File: src/rtl/alien_pkg.sv
// Shared types and constants for the alien sprite controller: FSM encoding,
// screen geometry, hitEdgeCode bit positions and the per-axis chase step.
package alien_pkg;

    typedef enum logic [1:0] {
        ST_IDLE   = 2'd0,
        ST_ACTIVE = 2'd1,
        ST_HIT    = 2'd2,
        ST_DEAD   = 2'd3
    } alien_state_t;

    localparam int SCREEN_W    = 640;
    localparam int SCREEN_H    = 480;
    localparam int SPRITE_SIZE = 32;
    localparam int X_MAX       = SCREEN_W - SPRITE_SIZE;
    localparam int Y_MAX       = SCREEN_H - SPRITE_SIZE;

    // hitEdgeCode is packed as {Left, Top, Right, Bottom}
    localparam int EDGE_LEFT   = 3;
    localparam int EDGE_TOP    = 2;
    localparam int EDGE_RIGHT  = 1;
    localparam int EDGE_BOTTOM = 0;

    localparam int POS_W  = 11;
    localparam int CALC_W = 12;

    // One axis of the chase: step toward target, snap when closer than a step,
    // hold if the move would head into a blocked edge, then clamp to screen.
    function automatic logic [POS_W-1:0] axis_step(
        input logic [POS_W-1:0] cur,
        input logic [POS_W-1:0] target,
        input logic             blk_pos,
        input logic             blk_neg,
        input int               step,
        input int               max_pos
    );
        logic signed [CALC_W-1:0] cur_s;
        logic signed [CALC_W-1:0] tgt_s;
        logic signed [CALC_W-1:0] diff;
        logic signed [CALC_W-1:0] step_s;
        logic signed [CALC_W-1:0] max_s;
        logic signed [CALC_W-1:0] nxt;
        cur_s  = signed'({1'b0, cur});
        tgt_s  = signed'({1'b0, target});
        step_s = CALC_W'(step);
        max_s  = CALC_W'(max_pos);
        diff   = tgt_s - cur_s;
        if (diff >= step_s)
            nxt = blk_pos ? cur_s : cur_s + step_s;
        else if (diff <= -step_s)
            nxt = blk_neg ? cur_s : cur_s - step_s;
        else if (diff > 0)
            nxt = blk_pos ? cur_s : tgt_s;
        else if (diff < 0)
            nxt = blk_neg ? cur_s : tgt_s;
        else
            nxt = cur_s;
        if (nxt < 0)
            nxt = '0;
        else if (nxt > max_s)
            nxt = max_s;
        return nxt[POS_W-1:0];
    endfunction

endpackage

File: src/rtl/alien_frame_timer.sv
// Loadable frame down-counter for the HIT/DEAD dwell times. Decrements on each
// frame tick, saturates at zero; done flags the last frame (count == 1).
module alien_frame_timer
    import alien_pkg::*;
#(
    parameter int CNT_W = 8
) (
    input  logic             clk,
    input  logic             resetN,
    input  logic             tick,
    input  logic             load,
    input  logic [CNT_W-1:0] load_val,
    output logic             done,
    output logic             phase_next
);

    logic [CNT_W-1:0] count_q;
    logic [CNT_W-1:0] count_d;

    always_comb begin
        count_d = count_q;
        if (load)
            count_d = load_val;
        else if (tick && (count_q != '0))
            count_d = count_q - 1'b1;
    end

    always_ff @(posedge clk or negedge resetN) begin
        if (!resetN)
            count_q <= '0;
        else
            count_q <= count_d;
    end

    assign done       = (count_q == CNT_W'(1));
    // Bit 2 of the upcoming count drives the 4-frame blink phase
    assign phase_next = count_d[2];

endmodule

File: src/rtl/alien_controller.sv
// Alien sprite controller: chases the player once per frame, dwells in HIT and
// DEAD on a frame timer, then respawns. Optional HIT blinking: ALIEN_BLINK_EN.
module alien_controller
    import alien_pkg::*;
#(
    parameter int INIT_X      = 304,
    parameter int INIT_Y      = 224,
    parameter int STEP        = 1,
    parameter int HIT_FRAMES  = 32,
    parameter int DEAD_FRAMES = 120
) (
    input  logic        clk,
    input  logic        resetN,
    input  logic        startOfFrame,
    input  logic        gameEnable,
    input  logic        collision,
    input  logic [3:0]  hitEdgeCode,
    input  logic        playerHit,
    input  logic [10:0] playerX,
    input  logic [10:0] playerY,
    output logic [10:0] topLeftX,
    output logic [10:0] topLeftY,
    output logic        alienVisible,
    output logic [1:0]  alienState,
    output logic        killPulse
);

    localparam int CNT_MAX = (HIT_FRAMES > DEAD_FRAMES) ? HIT_FRAMES : DEAD_FRAMES;
    localparam int CNT_W   = ($clog2(CNT_MAX + 1) < 3) ? 3 : $clog2(CNT_MAX + 1);

    localparam logic [POS_W-1:0] INIT_X_V = POS_W'(INIT_X);
    localparam logic [POS_W-1:0] INIT_Y_V = POS_W'(INIT_Y);

`ifdef ALIEN_BLINK_EN
    localparam logic BLINK_ON = 1'b1;
`else
    localparam logic BLINK_ON = 1'b0;
`endif

    alien_state_t     state_q, state_d;
    logic [POS_W-1:0] x_q, x_d;
    logic [POS_W-1:0] y_q, y_d;
    logic [3:0]       mask_q, mask_d;
    logic             kill_q, kill_d;
    logic             visible_q, visible_d;

    logic [3:0]       blocked;
    logic             tmr_load;
    logic [CNT_W-1:0] tmr_val;
    logic             tmr_done;
    logic             tmr_phase_next;

    alien_frame_timer #(
        .CNT_W(CNT_W)
    ) u_timer (
        .clk       (clk),
        .resetN    (resetN),
        .tick      (startOfFrame),
        .load      (tmr_load),
        .load_val  (tmr_val),
        .done      (tmr_done),
        .phase_next(tmr_phase_next)
    );

    always_comb begin
        state_d   = state_q;
        x_d       = x_q;
        y_d       = y_q;
        mask_d    = '0;
        kill_d    = 1'b0;
        visible_d = 1'b0;
        tmr_load  = 1'b0;
        tmr_val   = '0;
        // A collision on the frame-boundary cycle still counts for that frame
        blocked   = mask_q | (collision ? hitEdgeCode : 4'b0000);

        if (!gameEnable) begin
            state_d  = ST_IDLE;
            x_d      = INIT_X_V;
            y_d      = INIT_Y_V;
            tmr_load = 1'b1;
        end else begin
            case (state_q)
                ST_IDLE: begin
                    if (startOfFrame)
                        state_d = ST_ACTIVE;
                end
                ST_ACTIVE: begin
                    if (playerHit) begin
                        state_d  = ST_HIT;
                        kill_d   = 1'b1;
                        tmr_load = 1'b1;
                        tmr_val  = CNT_W'(HIT_FRAMES);
                    end else if (startOfFrame) begin
                        x_d = axis_step(x_q, playerX, blocked[EDGE_RIGHT],
                                        blocked[EDGE_LEFT], STEP, X_MAX);
                        y_d = axis_step(y_q, playerY, blocked[EDGE_BOTTOM],
                                        blocked[EDGE_TOP], STEP, Y_MAX);
                    end else begin
                        mask_d = blocked;
                    end
                end
                ST_HIT: begin
                    if (startOfFrame && tmr_done) begin
                        state_d  = ST_DEAD;
                        tmr_load = 1'b1;
                        tmr_val  = CNT_W'(DEAD_FRAMES);
                    end
                end
                ST_DEAD: begin
                    if (startOfFrame && tmr_done) begin
                        state_d = ST_ACTIVE;
                        x_d     = INIT_X_V;
                        y_d     = INIT_Y_V;
                    end
                end
                default: state_d = ST_IDLE;
            endcase
        end

        case (state_d)
            ST_ACTIVE: visible_d = 1'b1;
            ST_HIT:    visible_d = ~(BLINK_ON & tmr_phase_next);
            default:   visible_d = 1'b0;
        endcase
    end

    always_ff @(posedge clk or negedge resetN) begin
        if (!resetN) begin
            state_q   <= ST_IDLE;
            x_q       <= INIT_X_V;
            y_q       <= INIT_Y_V;
            mask_q    <= '0;
            kill_q    <= 1'b0;
            visible_q <= 1'b0;
        end else begin
            state_q   <= state_d;
            x_q       <= x_d;
            y_q       <= y_d;
            mask_q    <= mask_d;
            kill_q    <= kill_d;
            visible_q <= visible_d;
        end
    end

    assign topLeftX     = x_q;
    assign topLeftY     = y_q;
    assign alienVisible = visible_q;
    assign alienState   = state_q;
    assign killPulse    = kill_q;

endmodule

File: config.mk
export PLATFORM = sky130hd
export DESIGN_NAME = alien_controller
export DESIGN_NICKNAME = d
export VERILOG_FILES = /design/src/rtl/alien_pkg.sv /design/src/rtl/alien_frame_timer.sv /design/src/rtl/alien_controller.sv
export SDC_FILE = /design/constraint.sdc
export NUM_CORES = 1
export LEC_CHECK = 0
export CAP_MARGIN = 30
export CORE_ASPECT_RATIO = 0.75
export CORE_MARGIN = 4
export CORE_UTILIZATION = 34
export DETAILED_ROUTE_END_ITERATION = 6
export DONT_BUFFER_PORTS = 1
export GPL_TIMING_DRIVEN = 1
export SLEW_MARGIN = 20
export SYNTH_ARGS = -nofsm -noshare
export SYNTH_HDL_FRONTEND = slang
export SYNTH_HIERARCHICAL = 1
export SYNTH_SLANG_ARGS = --single-unit
File: constraint.sdc
create_clock -name clk -period 7.6 [get_ports clk]
set_input_delay 1.14 -clock clk [delete_from_list [all_inputs] [get_ports clk]]
set_output_delay 1.14 -clock clk [all_outputs]
set_load 0.02 [all_outputs]
==> out/metrics.cfg, run 1 <==
[logic_synthesis]
synth_cells = 576
ys_ff_latch = 37
async_reset_ff_share_pct = 100.0
ys.flop_type = dfrtp_1
avgSynthCellArea_um2 = 7.648
synth_cell_type_count = 85
netlist_area_um2 = 4405
yosys_warnings = 6
seq_area_frac_synth_pct = 21.19
synth-edff-count = 0

[floorplanning]
core_area_um2 = 12480
die_h_um = 106.6
start_util_pct = 35.30
num_rows = 35
die_x_um = 139.4
dieArea_um2 = 14860
io_pins = 58

[global_routing]
grt_pass1_vias = 4023
grt-ovfl-total = 0
grt_first_pass_wirelength_um = 21530
grt_antenna_before_repair = 0
grt_max_degree = 38
track_usage_pct = 17.46

[setup_path]
slowest_stage = or4b_1
worstPathArrival_ps = 4960
path_class = in2reg
cp_num_buf_inv = 1
crit_required_ps = 7760
critPathCaptureType = register
worstSetupStartpointType = input pin
cp_top_family = simple AND/OR/NAND/NOR gates
crit_fanout = 6
cp_cell_sequence = inv_1 > ha_1 > fa_1 > and2b_1 > o21ai_1 > or4b_1 > nor3_1 > nor3_1 > or4_1 > o21ai_1 > a311oi_1 > or4b_1 > nand3_4 > o221ai_2
slowest_delay_ps = 720

[power_and_ir_drop]
swShare_pct = 30.83
p_switching_w = 0.0002033
cellLeakagePower_nw = 1.911
comb_power_share_pct = 25.0
ir_drop_v = 0.0001119
p_int_w = 0.0004562
seqPwrFrac_pct = 34.1
powerDensity_nw_per_um2 = 139.9
clockPowerShare_pct = 40.9

[outcome]
status = finished clean

[timing]
slew_viol_final = 0
hold_violations = 0
rsz0062_at_grt = no
fin_tns_setup_ps = 0
worst_pin_slew_ps = 966.2
min_period_over_period_pct = 63.12
relSlewSlack_pct = 35.45
whs_ps = 519.2
fmax_mhz = 208.5
skew_ps = 4.712
fin_crit_ps = 4797
setup_viol = 0

[clock_network]
path_clk_slew_ps = 60
cts_tree = done
postCtsHoldBufs = 0
cts_buffer_depth = 2
cts-resized-gates = 0
htreeDepth = 2
clock_sinks = 37
clock_latency_ps = 290
cts_root_buf = clkbuf_16
cts_inserted_buffers = 5
cts_setup_buffers = 0

[placement]
gp_congestion = 0.8856
port_buffers = 0
dp.final_hpwl_um = 10540

[drt]
wirelength_um = 13380
drc = 0
ant_nets = 0
num_vias = 4493
wl_per_cell_um = 18.31
drt_first_pass_iters = 6
drt_iter0_drc = 406
vias_per_cell = 6.146

[final_layout]
layout_commonest_cell = nor2_1
area_growth_pct = 7.043
nets = 631
layout_common_cells = nor2_1, nand2_1, inv_1
drive_gt1_share_pct = 7.434
n_antenna_cell = 0

[flow_run]
maxCapViolations = 0

[min_path]
hp-class = reg2reg

## worst reg2reg max path, stage by stage, from the launching register on
cell,delay [ps]
dfrtp_1,530
ha_1,310
fa_1,410
and2b_1,240
o21ai_1,120
or4b_1,500
nor3_1,200
nor3_1,130
or4_1,540
o21ai_1,220
a311oi_1,150
or4b_1,720
nand3_4,220
o221ai_2,120
## registers in the layout (all words and copies together), names as in the netlist
name,count
alienVisible,1
mask_q,4
killPulse,1
u_timer/count_q,7
topLeftY,11
topLeftX,11
alienState,2
## per-stage QoR
step | total power [W] | util, % | std cells | setup slack (ps) | cell area [um2]
5_1_grt | 0.0006971 | 37.78 | 731 | 2610 | 4716
3_5_place_dp | 0.0003881 | 36.20 | 722 | 2568 | 4518
6_report | 0.0006596 | 37.78 | 731 | 2803 | 4716
4_1_cts | 0.0006627 | 37.72 | 730 | 2867 | 4708
2_1_floorplan | 0.0003536 | - | 578 | 3099 | 4413
3_3_place_gp | 0.0003820 | 36.20 | 722 | 2721 | 4518
## synth_stat cells, types with 6 or more instances
master	count	share of area, %
inv_1	49	4.2
dfrtp_1	31	18
o211ai_1	12	2.0
o21ai_1	7	0.80
a31oi_1	13	1.8
ha_1	33	9.4
or3_1	11	1.6
nand2_1	51	4.3
a21oi_1	32	3.6
or4_1	8	1.4
o21ai_0	21	2.4
mux2i_1	6	1.4
o31ai_1	6	1.0
nand4_1	12	1.7
nor3_1	23	2.6
o22ai_1	6	0.85
nor2_1	54	4.6
dfstp_2	6	3.6
nor2b_1	9	1.3
o21a_1	7	1.2
clkbuf_1	15	1.3
nand3_1	14	1.6
nor4_1	7	0.99
a21o_1	12	2.0
## cells by family after synthesis
kind of cell             after synthesis  synth area share (%)
other                                  1               0.08512
flip-flops                            37                 21.19
buffers and inverters                 72                 6.674
multiplexers                           9                 2.130
AO/OA/AOI/OAI                        191                 32.07
adder cells (fa/ha/maj)               35                 10.28
AND/OR/NAND/NOR                      223                 25.99
XOR/XNOR                               8                 1.590
## final timing paths
check	from	to	slack, ps	depth (start not counted)
setup / recovery	playerY[0]	topLeftY[2]	2800	14
hold / removal	mask_q[0]	mask_q[0]	520	2
setup reg to reg	topLeftY[0]	topLeftY[2]	3070	13
hold reg to reg	mask_q[0]	mask_q[0]	520	2
max in group asynchronous	resetN	topLeftX[8]	6870	0
min in group asynchronous	resetN	killPulse	540	0
## power groups by stage
stage          Combinational [W]  Sequential (W)  Clock (W)
2_1_floorplan           0.000130        0.000223          0
3_3_place_gp            0.000155        0.000227          0
3_5_place_dp            0.000160        0.000228          0
4_1_cts                 0.000161        0.000225   0.000277
5_1_grt                 0.000186        0.000227   0.000285
6_report                0.000165        0.000225   0.000270
## cell type report
cell class	count	area (um2)
Inverter	49	183.9
Multi-Input combinational cell	469	3186
Clock inverter	3	65.06
Fill cell	1316	7765
Tap cell	166	207.7
Timing Repair Buffer	2	15.01
Clock buffer	5	125.1
Sequential cell	37	933.4
## metal layers
| layer | global-route usage [%] | part of all wire, % | routed length (um) |
|---|---|---|---|
| met1 | 26.46 | 48 | 6399 |
| met2 | 24.83 | 42 | 5658 |
| met3 | 4.191 | 8.3 | 1109 |
| met4 | 3.980 | 1.6 | 216 |
| met5 | 0 | 0 | 0 |
No activity file was read; power rests on OpenSTA's default activity.
==> run 2, diff against run 1 <==
==> constraint.sdc (replaced) <==
create_clock -name clk -period 4.7 [get_ports clk]
set_input_delay 0.705 -clock clk [delete_from_list [all_inputs] [get_ports clk]]
set_output_delay 0.705 -clock clk [all_outputs]
set_load 0.02 [all_outputs]
==> out/metrics.cfg, run 2 (synthesis results as in run 1) <==
[floorplanning]
core_area_um2 = 12480  ; unchanged
die_h_um = 106.6  ; unchanged
dieArea_um2 = 14860  ; unchanged
start_util_pct = 35.30  ; unchanged
io_pins = 58  ; unchanged
die_x_um = 139.4  ; unchanged
num_rows = 35  ; unchanged

[final_layout]
n_antenna_cell = 0  ; unchanged
final_core_util_pct = 38.54  ; +0.75 points
drive_gt1_share_pct = 9.828  ; +2.4 points
layout_commonest_cell = nor2_1
area_growth_pct = 9.173
fill_cells = 1307  ; -0.68%
layout_common_cells = nor2_1, nand2_1, inv_1
nets = 646  ; +2.4%

[setup_path]
worstPathArrival_ps = 4520  ; -440 ps
r2r_setup_slack_ps = 400  ; -2670 ps
path_class = reg2reg
critPathCaptureType = register
worstSetupStartpointType = register
crit_required_ps = 4920  ; -2840 ps
crit_fanout = 6  ; unchanged

[global_routing]
grt_antenna_before_repair = 0  ; unchanged
grt_pass1_vias = 4261  ; +5.9%
grt-ovfl-total = 0  ; unchanged
grt_max_degree = 38  ; unchanged
track_usage_pct = 17.48  ; +0.024 points
grt_first_pass_wirelength_um = 21740  ; +0.96%

[timing]
rsz0062_at_grt = no
whs_ps = 109.3  ; -409.9 ps
worst_pin_slew_ps = 586.9  ; -379.4 ps
fin_tns_setup_ps = 0  ; unchanged
min_period_over_period_pct = 91.45
skew_ps = 9.667  ; +4.955 ps
relSlewSlack_pct = 60.78  ; +25 points
slew_viol_final = 0  ; unchanged
hold_violations = 0  ; unchanged
fmax_mhz = 232.7
fin_crit_ps = 4298
setup_viol = 0  ; unchanged

[placement]
gp_congestion = 0.9653  ; +9.0%
dp.final_hpwl_um = 10540  ; about the same
port_buffers = 0  ; unchanged

[outcome]
status = finished clean

[drt]
wl_per_cell_um = 17.91  ; -2.2%
drc = 0  ; unchanged
wirelength_um = 13360  ; -0.17%
drt_iter0_drc = 508  ; +25%
vias_per_cell = 6.121  ; -0.42%
drt_first_pass_iters = 7  ; +1
num_vias = 4566  ; +1.6%
ant_nets = 0  ; unchanged

[clock_network]
cts_tree = done
cts_inserted_buffers = 5  ; unchanged
path_clk_slew_ps = 60  ; about the same
htreeDepth = 2  ; unchanged
clock_latency_ps = 280  ; about the same
cts_buffer_depth = 2  ; unchanged
cts_root_buf = clkbuf_16
clock_sinks = 37  ; unchanged

[flow_run]
maxCapViolations = 0  ; unchanged

[power_and_ir_drop]
seqPwrFrac_pct = 35.0  ; +0.9 points
powerDensity_nw_per_um2 = 212.6  ; +52%
cellLeakagePower_nw = 1.976  ; +3.4%
p_int_w = 0.0006902  ; +51%
comb_power_share_pct = 27.1  ; +2.1 points
swShare_pct = 32.50  ; +1.7 points
ir_drop_v = 0.0001618  ; +45%
clockPowerShare_pct = 38.0  ; -2.9 points
p_switching_w = 0.0003323  ; +63%

[min_path]
hp-class = in2async

-- run 2: worst max-delay path, stage by stage (launching register included) --
cell	delay, ps
dfstp_2	520
inv_1	60
ha_1	350
and2_1	190
o211ai_1	230
a2111oi_2	550
o22a_1	310
nand2_1	210
a2111oi_2	530
o21ai_1	180
a222oi_1	420
o211ai_1	300
nor3_1	260
a211o_1	120
-- run 2: path summary, 6_finish.rpt --
path | from | to | cells past startpoint
setup / recovery | topLeftX[4] | topLeftX[2] | 13
hold reg to reg | mask_q[3] | mask_q[3] | 2
max in group asynchronous | resetN | topLeftY[7] | 0
setup reg to reg | topLeftX[4] | topLeftX[2] | 13
hold / removal | resetN | u_timer/count_q[0] | 0
min in group clk | mask_q[3] | mask_q[3] | 2
-- run 2: power groups by stage --
stage | logic [W] | clock network, W | registers, W
after floorplan | 0.000211 | 0 | 0.000361
after global placement | 0.000261 | 0 | 0.000362
after detailed placement | 0.000269 | 0 | 0.000363
after CTS | 0.000271 | 0.000400 | 0.000357
after global routing | 0.000308 | 0.000415 | 0.000361
final | 0.000277 | 0.000388 | 0.000358
-- run 2: layout make-up --
class | instances | area (um2) | area share, %
Clock buffer | 6 | 128.9 | 2.680
Clock inverter | 2 | 38.79 | 0.8065
Inverter | 49 | 183.9 | 3.824
Multi-Input combinational cell | 469 | 3192 | 66.36
Sequential cell | 37 | 933.4 | 19.41
Tap cell | 166 | 207.7 | 4.318
Timing Repair Buffer | 17 | 125.1 | 2.601
-- run 2: timing repair --
item                                    CTS  global route
endpoints found under the setup margin    0             4
hold buffers                              0             0
buffers inserted                          0             0
resized for setup                         0             1
-- run 2: stage by stage --
step | cells | setup slack, ps | instance area [um2] | power, W
floorplan | 578 | 634.1 | 4413 | 0.0005718
detailed placement | 737 | 214.4 | 4631 | 0.0006321
finish | 746 | 402.0 | 4810 | 0.001022
global placement | 737 | 399.1 | 4631 | 0.0006228
global route | 746 | 63.26 | 4810 | 0.001084
CTS | 745 | 181.8 | 4798 | 0.001028
-- run 2: per-layer routing --
metal	share of wire (%)	routed length, um	track usage, %	vias up
li1	-	-	-	2179
met1	48	6381	26.11	2175
met2	43	5736	25.55	192
met3	8.1	1076	4.146	20
met4	1.2	166	3.631	0
met5	0	0	0	-
==> run 3, diff against run 2 <==
--- a/config.mk
+++ b/config.mk
@@ -9,6 +9,7 @@
 export CORE_ASPECT_RATIO = 0.75
 export CORE_MARGIN = 4
 export CORE_UTILIZATION = 34
+export CTS_BUF_LIST = sky130_fd_sc_hd__clkbuf_4 sky130_fd_sc_hd__clkbuf_8
 export DETAILED_ROUTE_END_ITERATION = 6
 export DONT_BUFFER_PORTS = 1
 export GPL_TIMING_DRIVEN = 1
==> out/metrics.cfg, run 3 (synthesis results as in run 1) <==
[drt]
wirelength_um = 13430  ; +0.49%
num_vias = 4588  ; +0.48%
drt_iter0_drc = 538  ; +5.9%
drt_first_pass_iters = 5  ; -2
ant_nets = 0  ; unchanged
drc = 0  ; unchanged
wl_per_cell_um = 18.00  ; +0.49%
vias_per_cell = 6.150  ; +0.48%

[timing]
worst_pin_slew_ps = 598.3  ; +11.45 ps
skew_ps = 12.35  ; +2.686 ps
slew_viol_final = 0  ; unchanged
whs_ps = 76.97  ; -32.32 ps
relSlewSlack_pct = 60.01  ; -0.77 points
hold_violations = 0  ; unchanged
fin_tns_setup_ps = 0  ; unchanged
setup_viol = 0  ; unchanged
fin_crit_ps = 4309  ; +10.55 ps
rsz0062_at_grt = no
fmax_mhz = 232.1  ; -0.24%
min_period_over_period_pct = 91.67  ; +0.22 points

[setup_path]
critPathCaptureType = register
worstPathArrival_ps = 4510  ; about the same
path_class = reg2reg
worstSetupStartpointType = register
crit_required_ps = 4900  ; -20 ps
crit_fanout = 6  ; unchanged
r2r_setup_slack_ps = 390  ; about the same

[power_and_ir_drop]
powerDensity_nw_per_um2 = 196.0  ; -7.8%
ir_drop_v = 0.0001460  ; -9.8%
cellLeakagePower_nw = 1.954  ; -1.1%

[final_layout]
area_growth_pct = 7.981
fill_cells = 1314  ; +0.54%
layout_common_cells = nor2_1, nand2_1, inv_1
nets = 646  ; unchanged
layout_commonest_cell = nor2_1
n_antenna_cell = 0  ; unchanged
drive_gt1_share_pct = 10.00  ; +0.17 points

[floorplanning]
core_area_um2 = 12480  ; unchanged
die_h_um = 106.6  ; unchanged
io_pins = 58  ; unchanged
die_x_um = 139.4  ; unchanged
num_rows = 35  ; unchanged
start_util_pct = 35.30  ; unchanged
dieArea_um2 = 14860  ; unchanged

[global_routing]
grtUsageMet2_pct = 25.66  ; +0.10 points
grt_first_pass_wirelength_um = 21800  ; +0.29%
grt-ovfl-total = 0  ; unchanged
track_usage_pct = 17.64  ; +0.15 points
grt_pass1_vias = 4259  ; -0.047%
grt_max_degree = 38  ; unchanged
met1_usage_pct = 26.13  ; +0.028 points
grt_antenna_before_repair = 0  ; unchanged
globalRouteMet3Util_pct = 4.235  ; +0.089 points
top_usage_layer = met1

[outcome]
status = finished clean

[clock_network]
clock_latency_ps = 310  ; +30 ps
cts_root_buf = clkbuf_8
cts_buffer_depth = 2  ; unchanged
path_clk_slew_ps = 90  ; +30 ps
clock_sinks = 37  ; unchanged
cts_inserted_buffers = 5  ; unchanged
cts_tree = done
postCtsHoldBufs = 0  ; unchanged
cts_setup_buffers = 0  ; unchanged
htreeDepth = 2  ; unchanged

[placement]
dp.final_hpwl_um = 10540  ; unchanged
port_buffers = 0  ; unchanged
gp_congestion = 0.9653  ; unchanged

[min_path]
hp-class = in2async

[flow_run]
maxCapViolations = 0  ; unchanged

run 3: routing by layer:
| layer | share of wire (%) | vias to the layer above |
|---|---|---|
| li1 | - | 2179 |
| met1 | 48 | 2191 |
| met2 | 43 | 198 |
| met3 | 7.8 | 20 |
| met4 | 1.3 | 0 |
| met5 | 0 | - |
run 3: repair_timing:
item / in CTS / in global routing
gates resized for setup: 0 / 1
endpoints found under the setup margin: 0 / 4
endpoints found under the hold margin: 0 / 0
run 3: critical path, cell delays in order (launching register included):
cell       delay (ps)
dfstp_2           530
inv_1              60
ha_1              350
and2_1            190
o211ai_1          230
a2111oi_2         560
o22a_1            310
nand2_1           200
a2111oi_2         530
or3_1             200
a222oi_1          100
o211ai_1          510
nor2_1            140
a211o_1           290
run 3: where the power goes:
part / internal [W] / leakage, nW / switching, W
logic: 0.000105 / 1.41 / 0.000172
registers: 0.000333 / 0.482 / 0.0000239
clock network: 0.000165 / 0.0588 / 0.000134
run 3: final timing paths:
path / start / to / depth (start not counted)
max reg2reg: topLeftX[4] / topLeftX[3] / 13
min in group clk: mask_q[3] / mask_q[3] / 2
min: resetN / u_timer/count_q[0] / 0
min reg2reg: mask_q[3] / mask_q[3] / 2
max: topLeftX[4] / topLeftX[3] / 13
max in group asynchronous: resetN / topLeftY[7] / 0
run 3: layout make-up:
class                      instances  area [um2]  share of cell area [%]
multi-input combinational        469        3192                   67.10
clock inverter                     2       38.79                  0.8154
clock buffer                       6       76.32                   1.604
timing repair buffer              17       125.1                   2.630
inverter                          49       183.9                   3.866
tap                              166       207.7                   4.366
sequential                        37       933.4                   19.62
run 3: through the flow:
step           cell area (um2)  instances  setup WS, ps  util (%)  total power, W
3_5_place_dp              4631        737         214.4     37.10       0.0006321
4_1_cts                   4746        745         176.9     38.03       0.0009364
3_3_place_gp              4631        737         399.1     37.10       0.0006228
5_1_grt                   4757        746         57.42     38.12       0.0009916
6_report                  4757        746         391.5     38.12       0.0009324
2_1_floorplan             4413        578         634.1         -       0.0005718
